`src/rtl/pay_settle.sv`:
```
// Keypad payment settlement: turns held paid codes into coin events, accumulates
// them against a latched price, then reports change (done) or refunds (refund).
module pay_settle #(
  parameter int AMT_W       = 8,
  parameter int TIMEOUT_CYC = 1000
) (
  input  logic             clk,
  input  logic             rst_n,
  input  logic             start,
  input  logic [AMT_W-1:0] price,
  input  logic             cancel,
  input  logic [2:0]       paid,
  output logic             busy,
  output logic [AMT_W-1:0] paid_total,
  output logic [AMT_W-1:0] change,
  output logic             done,
  output logic             refund
);

  localparam int TW = $clog2(TIMEOUT_CYC + 1);

  typedef enum logic [1:0] {
    IDLE    = 2'd0,
    COLLECT = 2'd1,
    SETTLE  = 2'd2,
    REFUND  = 2'd3
  } state_t;

  state_t           state_r;
  logic [AMT_W-1:0] price_r;
  logic [2:0]       paid_q_r;
  logic [TW-1:0]    timer_r;

  logic             coin_evt_s;
  logic [AMT_W-1:0] new_total_s;
  logic             timeout_s;

  // Add a coin to the running total, clamping at the all-ones amount.
  function automatic logic [AMT_W-1:0] sat_add(input logic [AMT_W-1:0] a, input logic [2:0] b);
    logic [AMT_W:0] sum;
    sum = {1'b0, a} + {{(AMT_W - 2){1'b0}}, b};
    if (sum[AMT_W]) begin
      sat_add = {AMT_W{1'b1}};
    end else begin
      sat_add = sum[AMT_W-1:0];
    end
  endfunction

  // Coin edge detect, post-add total and timeout decision for the current cycle.
  always_comb begin
    coin_evt_s  = (paid != 3'd0) && (paid_q_r == 3'd0);
    new_total_s = paid_total;
    if (coin_evt_s) begin
      new_total_s = sat_add(paid_total, paid);
    end else begin
      new_total_s = paid_total;
    end
    // Fires when the incremented idle count would reach TIMEOUT_CYC-1.
    timeout_s = !coin_evt_s && (timer_r == TW'(TIMEOUT_CYC - 2));
  end

  // Transaction FSM with all outputs registered.
  always_ff @(posedge clk or negedge rst_n) begin
    if (!rst_n) begin
      state_r    <= IDLE;
      price_r    <= {AMT_W{1'b0}};
      paid_q_r   <= 3'd0;
      timer_r    <= {TW{1'b0}};
      busy       <= 1'b0;
      paid_total <= {AMT_W{1'b0}};
      change     <= {AMT_W{1'b0}};
      done       <= 1'b0;
      refund     <= 1'b0;
    end else begin
      paid_q_r <= paid;
      done     <= 1'b0;
      refund   <= 1'b0;
      case (state_r)
        IDLE: begin
          if (start && (price != {AMT_W{1'b0}})) begin
            price_r    <= price;
            paid_total <= {AMT_W{1'b0}};
            change     <= {AMT_W{1'b0}};
            timer_r    <= {TW{1'b0}};
            busy       <= 1'b1;
            state_r    <= COLLECT;
          end else begin
            state_r <= IDLE;
          end
        end
        COLLECT: begin
          paid_total <= new_total_s;
          if (coin_evt_s) begin
            timer_r <= {TW{1'b0}};
          end else begin
            timer_r <= timer_r + TW'(1);
          end
          // Payment outranks cancel; cancel outranks timeout.
          if (new_total_s >= price_r) begin
            state_r <= SETTLE;
          end else if (cancel || timeout_s) begin
            state_r <= REFUND;
          end else begin
            state_r <= COLLECT;
          end
        end
        SETTLE: begin
          change  <= paid_total - price_r;
          done    <= 1'b1;
          busy    <= 1'b0;
          state_r <= IDLE;
        end
        REFUND: begin
          change  <= paid_total;
          refund  <= 1'b1;
          busy    <= 1'b0;
          state_r <= IDLE;
        end
        default: begin
          busy    <= 1'b0;
          state_r <= IDLE;
        end
      endcase
    end
  end

endmodule

```
`config.mk`:
```
export PLATFORM = sky130hd
export DESIGN_NAME = pay_settle
export DESIGN_NICKNAME = d
export VERILOG_FILES = /design/src/rtl/pay_settle.sv
export SDC_FILE = /design/constraint.sdc
export NUM_CORES = 1
export LEC_CHECK = 0
export ABC_AREA = 1
export CAP_MARGIN = 30
export CORE_MARGIN = 8
export CORE_UTILIZATION = 56
export DETAILED_ROUTE_END_ITERATION = 8
export HOLD_SLACK_MARGIN = 0.03
export PLACE_DENSITY = 0.8
export REMOVE_ABC_BUFFERS = 1
export SKIP_CTS_REPAIR_TIMING = 1
export SLEW_MARGIN = 20
export SYNTH_ARGS = -nofsm -noshare
export SYNTH_HDL_FRONTEND = slang
export SYNTH_SLANG_ARGS = --single-unit
```
`constraint.sdc`:
```
create_clock -name clk -period 3.3 [get_ports clk]
set_input_delay 0.66 -clock clk [delete_from_list [all_inputs] [get_ports clk]]
set_output_delay 0.66 -clock clk [all_outputs]
set_load 0.02 [all_outputs]
```
==> summary.md, run 1 <==
| Metric | Value |
|---|---|
| Crit path DAT | `3130 ps` |
| IO Pins | `34` |
| Final Hold Fails | `0` |
| TritonCTS Buffers | `5` |
| Row cnt | `25` |
| Count of unique library cells instantiated by Yosys | `38` |
| Commonest non-fill, non-tap cell in the layout | `nand2_1` |
| Lkg Pwr | `1.62 nW` |
| H-tree Lvls | `2` |
| Root Driver | `clkbuf_8` |
| Starting DRT DRC Count | `271` |
| Tot GR Track Use | `17.8%` |
| Hold crit path type | `primary input to async pin` |
| Slew HR | `63.7%` |
| Top-area cell type share of the netlist area | `38.1%` |
| Largest net degree at the start of global routing | `43` |
| DR vias | `2493` |
| FF+latch count, synth | `42` |
| Initial core utilization | `58.4%` |
| Initial DRT Pass Iterations | `4` |
| Worst IR drop on VDD | `0.537 mV` |
| DIE HEIGHT | `86.2 um` |
| Finished Layout Cells | `460` |
| DP Worst Slack | `25.3 ps` |
| Vias/cell | `5.42` |
| Final Critical Period | `2980 ps` |
| Bufs on Longest Clock Path | `2` |
| Clock Latency Late Sink | `290 ps` |
| CP Cell Sequence | `clkdlybuf4s50_1, ha_1, fa_1, nand3_2, nand2_4, nand3_4, nand4_1, and2_1, ha_1, nand2_1, nor2_1, nand4_1, nand3_1, o21ai_0` |
| PwrDens | `742 nW/um^2` |
| DP Cell Count | `451` |
| Die width | `86.2 um` |
| Vias in the first global route | `2315` |
| CP Launch Type | `primary input` |
| Final TNS setup | `0 ps` |
| DP HPWL | `4.89 mm` |
| GP Congestion | `0.914` |
| Die footprint | `7430 um^2` |
| Synth area leaders | `dfrtp_1 (38%), nand2_1 (10%), ha_1 (9.1%), nand3_1 (8.2%), inv_1 (7.5%)` |
| Initial antenna violation count | `0` |
| Layout Nets | `429` |
| Syn_area_per_cell | `7.77 um^2` |
| Synth Warn # | `0` |
| PnR worst setup slack | `318 ps` |
| Final setup violation count | `0` |
| Overall routed net length | `6.41 mm` |
| Clock transition at path regs | `70 ps` |
| Total power draw | `2.42 mW` |
| Total congestion overflow | `0` |
| WS Path Type | `primary input to register` |
| CTS tree | `done` |
| Sequential share of the synthesized area | `38.1%` |
| Commonest cells after routing, fill and taps aside | `nand2_1 (77), inv_1 (55), nand3_1 (45), dfrtp_1 (42), clkdlybuf4s50_1 (32)` |
| Synthesis-to-layout area growth | `18.3%` |
| Worst Setup End Kind | `register` |
| Routed Antenna Nets | `0` |
| CP required | `3450 ps` |
| Port Buffers | `33` |
| Max incr delay on CP | `450 ps` |
| Layout cells sized above 1 | `7.12%` |
| Max Cap Viol | `0` |
| Max-slew violation count | `0` |
| Area of the core | `4720 um^2` |
| Wirelength per Cell | `13.9 um` |
| Fmax achieved | `335 MHz` |
| CP max FO | `6` |
| Cell count after synthesis | `355` |
| Worst Clk Skew | `3.95 ps` |
| First-pass GRT wire length | `10.6 mm` |
| Slowest CP cell | `clkdlybuf4s50_1` |
| Final period util | `90.3%` |
| Worst hold slack | `205 ps` |
| ANT cells | `0` |
| Unrepaired setup endpoints after global routing | `no` |
| Synthesized cell area | `2760 um^2` |
| Clock sinks | `42` |
| DRC | `0` |
| Outcome | `finished, final reports clean` |
| Worst-Margin Slew | `545 ps` |
| Top cell type by total area after synthesis | `dfrtp_1` |
[final cells by class]
class | count | area (um^2)
inverter | 57 | 214
clock buffer | 7 | 86.3
clock inverter | 1 | 5.00
multi-input combinational | 249 | 1460
tap | 67 | 83.8
sequential | 42 | 1050
timing repair buffer | 37 | 368
fill | 382 | 1460
[final timing paths]
path                                from     endpoint  slack (ps)  cells after the start
max                              paid[0]   state_r[0]         320                     14
min                                rst_n  paid_q_r[1]         200                      1
max reg2reg                paid_total[0]   state_r[0]         730                     13
min reg2reg                   price_r[6]   price_r[6]         480                      2
max in group asynchronous          rst_n   timer_r[1]        2660                      2
min in group clk              price_r[6]   price_r[6]         480                      2
[routing by layer]
metal | track usage, % | share of wire, %
met3 | 4.06 | 6.7
met5 | 0 | 0
met2 | 29.1 | 47
met1 | 22.3 | 44
met4 | 6.57 | 1.6
[logic make-up (layout without fill, tap and decap cells)]
| family | after synthesis | after routing | synth area share [%] |
|---|---|---|---|
| compound gates | 50 | 50 | 10.4 |
| simple gates | 172 | 172 | 30.2 |
| flops | 42 | 42 | 38.1 |
| fa+ha+maj | 22 | 22 | 10.5 |
| xor+xnor | 5 | 5 | 1.59 |
| buf+inv | 64 | 102 | 9.12 |
[sequential cells by signal (all words and copies together) (netlist names)]
register,cells
done,1
state_r,2
timer_r,10
refund,1
price_r,8
paid_q_r,3
busy,1
paid_total,8
change,8
[power by group]
| part | total [mW] | switching, mW | internal [mW] | leakage (nW) |
|---|---|---|---|---|
| Clock | 0.337 | 0.169 | 0.169 | 0.0482 |
| Combinational | 1.28 | 0.789 | 0.487 | 1.03 |
| Sequential | 0.807 | 0.144 | 0.663 | 0.548 |
[critical path: cells and delay by family]
kind,cells,cell delay [ps]
buffers and inverters,1,450
adder cells (fa/ha/maj),3,960
AO/OA/AOI/OAI,1,70
AND/OR/NAND/NOR,9,990
[synth_stat cells (all sizes together)]
library cell / count
fa: 2
o21bai: 1
o22ai: 3
o32ai: 1
a31oi: 1
and2: 1
or2: 1
a22o: 1
o211ai: 4
nor2: 18
a21oi: 12
o21ai: 25
inv: 56
nand3: 49
xor2: 2
nand2: 81
xnor2: 3
nor3: 4
nor3b: 1
ha: 20
dfrtp: 42
nand3b: 2
o21a: 1
nand4: 14
a21o: 1
clkinv: 1
nand2b: 1
buf: 7
[stage by stage]
step / area [um^2] / utilization (%)
3_3_place_gp: 3150 / 66.7
3_5_place_dp: 3150 / 66.7
6_report: 3260 / 69.1
5_1_grt: 3260 / 69.1
4_1_cts: 3240 / 68.7
2_1_floorplan: 2720 / -
No activity file was read; power rests on OpenSTA's default activity.
==> run 2: changes to the inputs <==
--- a/config.mk
+++ b/config.mk
@@ -13,7 +13,6 @@
 export HOLD_SLACK_MARGIN = 0.03
 export PLACE_DENSITY = 0.8
 export REMOVE_ABC_BUFFERS = 1
-export SKIP_CTS_REPAIR_TIMING = 1
 export SLEW_MARGIN = 20
 export SYNTH_ARGS = -nofsm -noshare
 export SYNTH_HDL_FRONTEND = slang
==> results of run 2 <==
Same layout as run 1: the final DEF is identical, and so are final timing and power.
